<file path="config.mk">
export PLATFORM = sky130hd
export DESIGN_NAME = fht_stream_io
export DESIGN_NICKNAME = d
export VERILOG_FILES = /design/src/rtl/fht_stream_io_pkg.sv /design/src/rtl/fht_stream_io_skid_buf.sv /design/src/rtl/fht_stream_io.sv
export SDC_FILE = /design/constraint.sdc
export NUM_CORES = 1
export LEC_CHECK = 0
export ABC_AREA = 0
export CAP_MARGIN = 10
export CORE_ASPECT_RATIO = 1.1
export CORE_UTILIZATION = 53
export CTS_BUF_LIST = sky130_fd_sc_hd__clkbuf_2
export DETAILED_ROUTE_END_ITERATION = 12
export PLACE_DENSITY = 0.89
export SYNTH_ARGS = -nofsm -noshare
export SYNTH_HDL_FRONTEND = slang
export SYNTH_SLANG_ARGS = --single-unit
</file>
<file path="constraint.sdc">
create_clock -name iCLK -period 5.35 [get_ports iCLK]
set_clock_uncertainty 0.1 [all_clocks]
set_input_delay 1.605 -clock iCLK [delete_from_list [all_inputs] [get_ports iCLK]]
set_output_delay 1.605 -clock iCLK [all_outputs]
set_load 0.01 [all_outputs]
</file>
<file path="src/rtl/fht_stream_io_pkg.sv">
// fht_defines: shared FSM encoding and frame geometry helpers for the FHT streaming wrapper
package fht_defines;

    typedef enum logic [1:0] {
        ST_LOAD,
        ST_START,
        ST_CALC,
        ST_UNLOAD
    } state_t;

    function automatic int bank_count(input int nb_log2);
        return 1 << nb_log2;
    endfunction

    function automatic int frame_len(input int a_bit, input int nb_log2);
        return 1 << (a_bit + nb_log2);
    endfunction

endpackage

</file>
<file path="src/rtl/fht_stream_io_skid_buf.sv">
// fht_skid_buf: two-entry output FIFO; head is a register so data holds steady under back-pressure
module fht_skid_buf #(
    parameter int D_BIT = 20
) (
    input  logic             iCLK,
    input  logic             iRESET,
    input  logic             iFLUSH,
    input  logic             iPUSH,
    input  logic [D_BIT-1:0] iDATA,
    input  logic             iPOP,
    output logic [D_BIT-1:0] oDATA,
    output logic             oVALID,
    output logic [1:0]       oCOUNT
);

    logic [D_BIT-1:0] r_d0;
    logic [D_BIT-1:0] r_d1;
    logic [1:0]       r_cnt;
    logic             w_pop;

    assign w_pop  = iPOP && (r_cnt != 2'd0);
    assign oDATA  = r_d0;
    assign oVALID = (r_cnt != 2'd0);
    assign oCOUNT = r_cnt;

    // entry 0 is always the head; a pop shifts entry 1 forward, a push fills the first free slot
    always_ff @(posedge iCLK or negedge iRESET) begin
        if (!iRESET) begin
            r_d0  <= '0;
            r_d1  <= '0;
            r_cnt <= 2'd0;
        end else if (iFLUSH) begin
            r_cnt <= 2'd0;
        end else begin
            case ({iPUSH, w_pop})
                2'b10: begin
                    if (r_cnt == 2'd0) r_d0 <= iDATA;
                    else r_d1 <= iDATA;
                    if (r_cnt != 2'd2) r_cnt <= r_cnt + 2'd1;
                end
                2'b01: begin
                    r_d0  <= r_d1;
                    r_cnt <= r_cnt - 2'd1;
                end
                2'b11: begin
                    if (r_cnt == 2'd1) r_d0 <= iDATA;
                    else begin
                        r_d0 <= r_d1;
                        r_d1 <= iDATA;
                    end
                end
                default: ;
            endcase
        end
    end

endmodule

</file>
<file path="src/rtl/fht_stream_io.sv">
// fht_stream_io: streams a frame into banked FHT core memory, starts the core, and streams results out
module fht_stream_io
    import fht_defines::*;
#(
    parameter int D_BIT   = 20,
    parameter int IN_BIT  = 16,
    parameter int A_BIT   = 8,
    parameter int NB_LOG2 = 2,
    localparam int NB     = bank_count(NB_LOG2),
    localparam int N      = frame_len(A_BIT, NB_LOG2),
    localparam int I_BIT  = A_BIT + NB_LOG2
) (
    input  logic                  iCLK,
    input  logic                  iRESET,
    input  logic                  iCLR,
    input  logic [IN_BIT-1:0]     iS_DATA,
    input  logic                  iS_VALID,
    output logic                  oS_READY,
    output logic [NB-1:0]         oWE,
    output logic [D_BIT-1:0]      oDATA_WR,
    output logic [A_BIT-1:0]      oADDR_WR,
    output logic                  oSTART,
    input  logic                  iRDY,
    output logic [NB*A_BIT-1:0]   oADDR_RD,
    input  logic [NB*D_BIT-1:0]   iDATA_RD,
    output logic [D_BIT-1:0]      oM_DATA,
    output logic                  oM_VALID,
    input  logic                  iM_READY,
    output logic                  oM_LAST,
    output logic                  oBUSY,
    output logic [15:0]           oFRAME_CNT
);

    localparam logic [I_BIT-1:0] IDX_LAST = I_BIT'(N - 1);
    localparam logic [I_BIT-1:0] IDX_ONE  = I_BIT'(1);
    localparam logic [I_BIT:0]   RIDX_ONE = (I_BIT + 1)'(1);
    localparam logic [A_BIT-1:0] ADDR_ONE = A_BIT'(1);

    state_t               r_state;
    logic                 r_rdy;
    logic                 r_start;
    logic                 r_low;
    logic [I_BIT-1:0]     r_widx;
    logic [I_BIT-1:0]     r_oidx;
    logic [I_BIT:0]       r_ridx;
    logic [A_BIT-1:0]     r_raddr [NB];
    logic                 r_inf;
    logic [NB_LOG2-1:0]   r_inf_bank;
    logic [15:0]          r_fcnt;

    logic                 w_acc;
    logic                 w_issue;
    logic                 w_pop;
    logic                 w_valid;
    logic                 w_last_out;
    logic [1:0]           w_cnt;
    logic [2:0]           w_occ;
    logic [NB_LOG2-1:0]   w_rbank;
    logic [D_BIT-1:0]     w_push_data;
    logic [D_BIT-1:0]     w_mdata;

    assign w_acc    = (r_state == ST_LOAD) && r_rdy && iS_VALID && !iCLR;
    assign oWE      = w_acc ? NB'(1) << r_widx[NB_LOG2-1:0] : '0;
    assign oDATA_WR = D_BIT'($signed(iS_DATA));
    assign oADDR_WR = r_widx[I_BIT-1:NB_LOG2];
    assign oS_READY = r_rdy;
    assign oSTART   = r_start;
    assign oBUSY    = (r_state != ST_LOAD);
    assign oFRAME_CNT = r_fcnt;

    assign w_rbank     = r_ridx[NB_LOG2-1:0];
    assign w_pop       = w_valid && iM_READY;
    assign w_occ       = {1'b0, w_cnt} + {2'b00, r_inf} - {2'b00, w_pop};
    assign w_issue     = (r_state == ST_UNLOAD) && !r_ridx[I_BIT] && (w_occ < 3'd2) && !iCLR;
    assign w_last_out  = w_pop && (r_oidx == IDX_LAST);
    assign w_push_data = iDATA_RD[r_inf_bank*D_BIT +: D_BIT];

    assign oM_DATA  = w_mdata;
    assign oM_VALID = w_valid;
    assign oM_LAST  = w_valid && (r_oidx == IDX_LAST);

    for (genvar b = 0; b < NB; b++) begin : g_raddr
        assign oADDR_RD[b*A_BIT +: A_BIT] = r_raddr[b];
    end

    // frame sequencer; each bank read address is pre-set to that bank's next read so it is valid on issue
    always_ff @(posedge iCLK or negedge iRESET) begin
        if (!iRESET) begin
            r_state    <= ST_LOAD;
            r_rdy      <= 1'b0;
            r_start    <= 1'b0;
            r_low      <= 1'b0;
            r_widx     <= '0;
            r_oidx     <= '0;
            r_ridx     <= '0;
            r_inf      <= 1'b0;
            r_inf_bank <= '0;
            r_fcnt     <= 16'd0;
            for (int i = 0; i < NB; i++) r_raddr[i] <= '0;
        end else if (iCLR) begin
            r_state <= ST_LOAD;
            r_rdy   <= 1'b1;
            r_start <= 1'b0;
            r_low   <= 1'b0;
            r_widx  <= '0;
            r_oidx  <= '0;
            r_ridx  <= '0;
            r_inf   <= 1'b0;
            for (int i = 0; i < NB; i++) r_raddr[i] <= '0;
        end else begin
            r_inf      <= w_issue;
            r_inf_bank <= w_rbank;
            r_start    <= 1'b0;
            if (w_issue) begin
                r_ridx           <= r_ridx + RIDX_ONE;
                r_raddr[w_rbank] <= r_raddr[w_rbank] + ADDR_ONE;
            end
            if (w_pop) r_oidx <= r_oidx + IDX_ONE;
            case (r_state)
                ST_LOAD: begin
                    r_rdy <= 1'b1;
                    if (w_acc) begin
                        r_widx <= r_widx + IDX_ONE;
                        if (r_widx == IDX_LAST) begin
                            r_state <= ST_START;
                            r_rdy   <= 1'b0;
                            r_start <= 1'b1;
                        end
                    end
                end
                ST_START: begin
                    r_state <= ST_CALC;
                    r_low   <= 1'b0;
                end
                ST_CALC: begin
                    if (!iRDY) r_low <= 1'b1;
                    else if (r_low) r_state <= ST_UNLOAD;
                end
                ST_UNLOAD: begin
                    if (w_last_out) begin
                        r_state <= ST_LOAD;
                        r_rdy   <= 1'b1;
                        r_ridx  <= '0;
                        r_fcnt  <= r_fcnt + 16'd1;
                    end
                end
                default: r_state <= ST_LOAD;
            endcase
        end
    end

    fht_skid_buf #(
        .D_BIT(D_BIT)
    ) u_skid (
        .iCLK   (iCLK),
        .iRESET (iRESET),
        .iFLUSH (iCLR),
        .iPUSH  (r_inf),
        .iDATA  (w_push_data),
        .iPOP   (w_pop),
        .oDATA  (w_mdata),
        .oVALID (w_valid),
        .oCOUNT (w_cnt)
    );

endmodule
</file>
## Word-level counts from Yosys, hierarchy flattened

Index checks and enable logic that the tools add are counted.

- Output and inout port bits: 105
- Logic and storage cells: 135
- Bits in registers: 129

- Multiplexer cells: 47
- Add/sub/neg operators: 9
- $mul: 1
- Shift operators: 2
- Reduce and logical (&&, ||, !) cells: 34
- Order comparisons: 3
- Bitwise operators: 2
- Equality and inequality tests: 20

Operators with widths:

| kind | count |
|---|---|
| 20-bit 2-to-1 mux | 4 |
| 80-bit by 8-bit variable part select with 20-bit output | 1 |
| 32-bit 2-to-1 mux | 2 |
| 20-bit one-hot mux with 3 select lines | 1 |
| 10-bit 2-to-1 mux | 5 |
| 11-bit 2-to-1 mux | 4 |
| 20-bit one-hot mux with 2 select lines | 1 |
| 32-bit bitwise mux | 1 |
| 8-bit 2-to-1 mux | 3 |
| 10-bit by 1-bit adder with 10-bit output, second input constant | 2 |
| 10-bit equality test, second input constant | 2 |
| 16-bit by 1-bit adder with 16-bit output, second input constant | 1 |
| 8-bit binary-select mux with 2-bit select | 1 |
| 8-bit demux with 2-bit select | 1 |
| 2-bit 2-to-1 mux | 8 |
| 3-bit != test, second input constant | 5 |
| 2-bit nonzero test | 7 |
| 3-bit nonzero test | 4 |
| 11-bit by 1-bit adder with 11-bit output, second input constant | 1 |
| 1-bit logical AND | 11 |
| 1-bit 2-to-1 mux | 11 |
| 8-bit by 1-bit adder with 8-bit output, second input constant | 1 |
| 2-bit equality test, second input constant | 4 |
| 2-bit one-hot mux with 4 select lines | 1 |
| other kinds (24) | 36 |

## Longest topological paths before layout

- Word-level depth: 10
- Gate-level depth with buffers: 13

## By module

Synthesis repeated with hierarchy kept, for this count alone.

- Cells, all modules: 656
- Area, all modules: 7148.1 um^2

Modules (own cells, without submodules):

| module | area each (um^2) | seq. area each (um^2) | times used | cells an instance |
|---|---|---|---|---|
| fht_stream_io | 5220.0 | 2177.1 | 1 | 497 |
| fht_skid_buf | 1928.1 | 1051.0 | 1 | 159 |

## Worst setup path before layout

Ideal clock, no wire load.

- Path kind: input -> register
- From: input port iM_READY
- To: register r_raddr, in the netlist oADDR_RD[29]
- Required time: 5.156 ns
- Data arrival time: 4.008 ns
- Library setup time: 0.094 ns
- Stages: 11
- Slack: 1.148 ns
- Cell sequence: nand2b_1 > clkinv_1 > ha_1 > nand2b_1 > fa_1 > nand3b_1 > nor2_1 > and2_1 > buf_2 > nor2_1 > a211oi_1

- Cells in the longest elaborated chain, start to end: 6

RTL lines:

| what | RTL line | source |
|---|---|---|
| start: declaration | fht_stream_io.sv:28 | `input logic iM_READY,` |
| 1-bit logical AND | fht_stream_io.sv:72 | `assign w_pop = w_valid && iM_READY;` |
| 3-bit by 1-bit subtractor with 3-bit output | fht_stream_io.sv:73 | `assign w_occ = {1'b0, w_cnt} + {2'b00, r_inf} - {2'b00, w_pop};` |
| 3-bit by 2-bit < comparator with 1-bit output | fht_stream_io.sv:74 | `assign w_issue = (r_state == ST_UNLOAD) && !r_ridx[I_BIT] && (w_occ < 3'd2) && !iCLR;` |
| 1-bit logical AND (2 in a row) | fht_stream_io.sv:74 |  |
| 2-bit nonzero test (no source line) | - |  |
| end signal: indexed assignment | fht_stream_io.sv:116 | `r_raddr[w_rbank] <= r_raddr[w_rbank] + ADDR_ONE;` |
| end: declaration | fht_stream_io.sv:46 | `logic [A_BIT-1:0] r_raddr [NB];` |

Every way passes these cells.
A chain may end at the register's enable or synchronous reset.

## Worst setup path in the final report

- From: input port iS_VALID
- To: output port oWE[0]

- Cells in the longest elaborated chain, start to end: 3

RTL lines:

| what | RTL line | source |
|---|---|---|
| start: declaration | fht_stream_io.sv:17 | `input logic iS_VALID,` |
| 1-bit logical AND (2 in a row) | fht_stream_io.sv:62 | `assign w_acc = (r_state == ST_LOAD) && r_rdy && iS_VALID && !iCLR;` |
| 4-bit 2-to-1 mux | fht_stream_io.sv:63 | `assign oWE = w_acc ? NB'(1) << r_widx[NB_LOG2-1:0] : '0;` |
| end: declaration | fht_stream_io.sv:19 | `output logic [NB-1:0] oWE,` |

Every way passes these cells.

==> flow_metrics.py <==
metrics = {
    "logic_synthesis": {
        "synth_top_family_by_area": "multiplexers",
        "synthSimpleGateAreaFrac_pct": 15.12,
        "avgSynthCellArea_um2": 10.92,
        "synth_compound_area_share_pct": 6.161,
        "seq_area_frac_synth_pct": 47.17,
        "synth_cell_types": 40,
        "ys_warn_count": 0,
        "synthAdderAreaFrac_pct": 3.766,
        "ys_ff_latch": 129,
        "netlist_area_mm2": 0.006844,
        "synthMuxAreaShare_pct": 15.96,
        "synth_xor_area_share_pct": 6.015,
        "synthCells": 627,
        "synthesis.nets": 749,
    },
    "worst_hold_path": {
        "worstHoldStart": "oFRAME_CNT[15]",
        "whs_endpoint": "oFRAME_CNT[15]",
        "hold_path.class": "reg2reg",
        "hold_path_depth": 1,
    },
    "clock_network": {
        "cts_max_path_buffers": 2,
        "htree_levels": 4,
        "path_clk_slew_ps": 190,
        "cts_buffers": 17,
        "cts.sinks": 129,
        "cts_tree": "done",
        "clockRootBuffer": "clkbuf_2",
        "hold_buffers": 0,
        "postCtsSetupRepairBufs": 0,
        "insertion_delay_ps": 670,
        "ctsResizeCount": 0,
    },
    "worst_setup_path": {
        "reg2regPathDepth": 12,
        "r2r_slack_ps": 1330,
        "reg2reg_from": "u_skid.oCOUNT[1]",
        "critPathRequiredTime_ps": 3650,
        "end_kind": "primary output",
        "critical_path_class": "in2out",
        "arrival_ps": 3190,
        "cp-start-kind": "input pin",
        "crit_fanout": 9,
        "r2r_end": "oADDR_RD[29]",
    },
    "power": {
        "clkPwrFrac_pct": 27.0,
        "switching_share_pct": 30.82,
        "internal-power_mw": 1.669,
        "vdd_drop_max_v": 0.0001846,
        "power_frac_comb_pct": 26.5,
        "p_leak_nw": 3.807,
        "cellPowerDensity_mw_per_mm2": 276.3,
        "pwr-share-seq_pct": 46.6,
        "p_switching_mw": 0.7436,
    },
    "floorplanning": {
        "die_x_um": 110.4,
        "fp-row-count": 43,
        "fp.dieH_um": 121.2,
        "die_area_mm2": 0.01337,
        "start_util_pct": 54.36,
        "boundaryPins": 207,
        "core-area_mm2": 0.01259,
    },
    "global_routing": {
        "grt_pass1_vias": 5489,
        "grt_start_max_net_pins": 76,
        "grt_first_pass_wirelength_um": 25950,
        "met1_usage_pct": 29.96,
        "overflow": 0,
        "grt_usage_pct": 25.27,
        "globalRouteMet3Util_pct": 6.337,
        "use_met2_pct": 43.71,
        "antenna_found_initial": 0,
        "grt-busiest-layer": "met2",
    },
    "flow_run": {
        "drv_cap": 0,
    },
    "place": {
        "dp.cells": 902,
        "port_buffers": 170,
        "gp_congestion": 0.8587,
        "dp_hpwl_um": 12070,
    },
    "final_layout": {
        "nets": 887,
        "post-route-util_pct": 69.37,
        "area_growth_pct": 27.61,
        "stdcell_count": 935,
        "fillerInstances": 915,
        "diodes": 0,
        "drive_gt1_share_pct": 12.34,
    },
    "route": {
        "drt_iter0_drc": 357,
        "firstDrtPassIters": 6,
        "num_vias": 5371,
        "wl_per_cell_um": 17.25,
        "avgViaCountPerCell": 5.744,
        "drcViolationCount": 0,
        "routed_wl_um": 16130,
        "antenna_left": 0,
    },
    "sta": {
        "tightest_slew_ps": 973.7,
        "rsz0062_at_grt": "false",
        "hold_viol_final": 0,
        "fin_setup_tns_ps": 0,
        "finalCritPeriodShare_pct": 91.43,
        "setup_violations": 0,
        "slew_violations": 0,
        "min_period_ps": 4891,
        "relSlewSlack_pct": 34.94,
        "fmax_ghz": 0.2044,
    },
    "run_status": {
        "status": "finished clean",
    },
}
[final cells by class]
cell class | count | area [um^2] | share of cell area, %
Tap cell | 157 | 196.4 | 2.249
Timing Repair Buffer | 178 | 1762 | 20.17
Inverter | 13 | 48.80 | 0.5587
Sequential cell | 129 | 3228 | 36.96
Clock inverter | 15 | 183.9 | 2.106
Multi-Input combinational cell | 426 | 3229 | 36.98
Clock buffer | 17 | 85.08 | 0.9742
[cell usage in the layout (no fill, tap or decap), types with 6 or more instances in the layout]
cell | Yosys | final
nand3_1 | 23 | 23
o21ai_0 | 8 | 8
mux2i_1 | 21 | 21
inv_1 | 12 | 12
dfrtp_1 | 129 | 129
a211oi_1 | 16 | 16
nand4_1 | 11 | 11
a21oi_1 | 32 | 31
nand2_1 | 46 | 46
nor2_1 | 88 | 88
clkinv_4 | 0 | 6
clkdlybuf4s50_1 | 0 | 168
and3_1 | 20 | 20
nor3_1 | 13 | 13
mux4_2 | 27 | 27
xnor2_1 | 25 | 25
and2_1 | 6 | 6
xor2_1 | 22 | 22
clkbuf_2 | 0 | 17
buf_4 | 28 | 8
ha_1 | 19 | 19
mux2_2 | 22 | 22
[cell families after synthesis]
family,Yosys count
DFF,129
xor gates and xnor gates,47
buffers and inverters,72
muxes,71
and+or+nand+nor,221
adders and majority gates,20
AOI/OAI and AO/OA,67
[synth_stat cells, drive strengths merged]
master  count  area, um^2
a222oi      1       10.01
or2         1       6.260
a21oi      32       160.2
clkinv      1       3.750
mux4       28       634.4
a21o        2       15.01
nand3      23       115.1
xor2       22       192.7
o22ai       1       6.260
and3       20       125.1
fa          1       20.02
nand3b      1       7.510
nand2b      3       18.77
and4b       1       10.01
nand4      11       68.82
or3         3       18.77
dfrtp     129        3228
mux2       22       247.7
inv        12       45.04
nor3       13       65.06
nor4b       1       23.77
a21boi      1       11.26
o21ba       1       10.01
xnor2      25       219.0
a211oi     16       120.1
nor2       88       330.3
a311oi      1       8.760
o21ai       8       40.04
a32o        4       40.04
ha         19       237.7
and4        4       35.03
nand2      46       172.7
buf        43       289.0
clkbuf     16       60.06
mux2i      21       210.2
and2        6       37.54
[layer usage]
metal / part of all wire, % / vias up
li1: - / 2452
met2: 52 / 242
met1: 38 / 2642
met3: 8.8 / 35
met5: 0 / -
met4: 2.0 / 0
[worst max-delay path: stages]
cell             delay (ps)
clkdlybuf4s50_1         480
and3_1                  330
and3_1                  230
clkdlybuf4s50_1         540
[worst max-delay path by stage]
stage               startpoint           end  depth (start not counted)
floorplan             iM_READY  oADDR_RD[29]                         11
global placement      iM_READY  oADDR_RD[29]                         11
detailed placement    iM_READY  oADDR_RD[29]                         11
CTS                   iS_VALID        oWE[0]                          4
global route          iS_VALID        oWE[0]                          4
finish                iS_VALID        oWE[0]                          4
[flip-flops by register name (all words and copies together) (netlist names)]
name,count
r_state,2
oS_READY,1
r_inf,1
r_low,1
oSTART,1
u_skid.r_d1,20
oADDR_RD,32
oFRAME_CNT,16
r_inf_bank,2
u_skid.oCOUNT,2
u_skid.oDATA,20
r_ridx,11
r_widx,10
r_oidx,10
[power by group through the flow]
stage | logic, mW | clock network [mW] | registers, mW
3_3_place_gp | 0.602 | 0 | 1.14
2_1_floorplan | 0.288 | 0 | 1.17
6_report | 0.638 | 0.651 | 1.12
3_5_place_dp | 0.636 | 0 | 1.14
5_1_grt | 0.697 | 0.714 | 1.14
4_1_cts | 0.639 | 0.671 | 1.12
[through the flow]
step	power [mW]	cell area [um^2]	setup slack [ps]	hold WS, ps
6_report	2.413	8733	458.6	392.1
5_1_grt	2.548	8733	380.8	417.4
4_1_cts	2.434	8718	476.3	404.5
3_5_place_dp	1.780	8449	211.3	377.8
3_3_place_gp	1.740	8449	436.8	362.3
2_1_floorplan	1.462	6844	1148	371.9
Note: power is estimated with default switching activity, not from simulation.
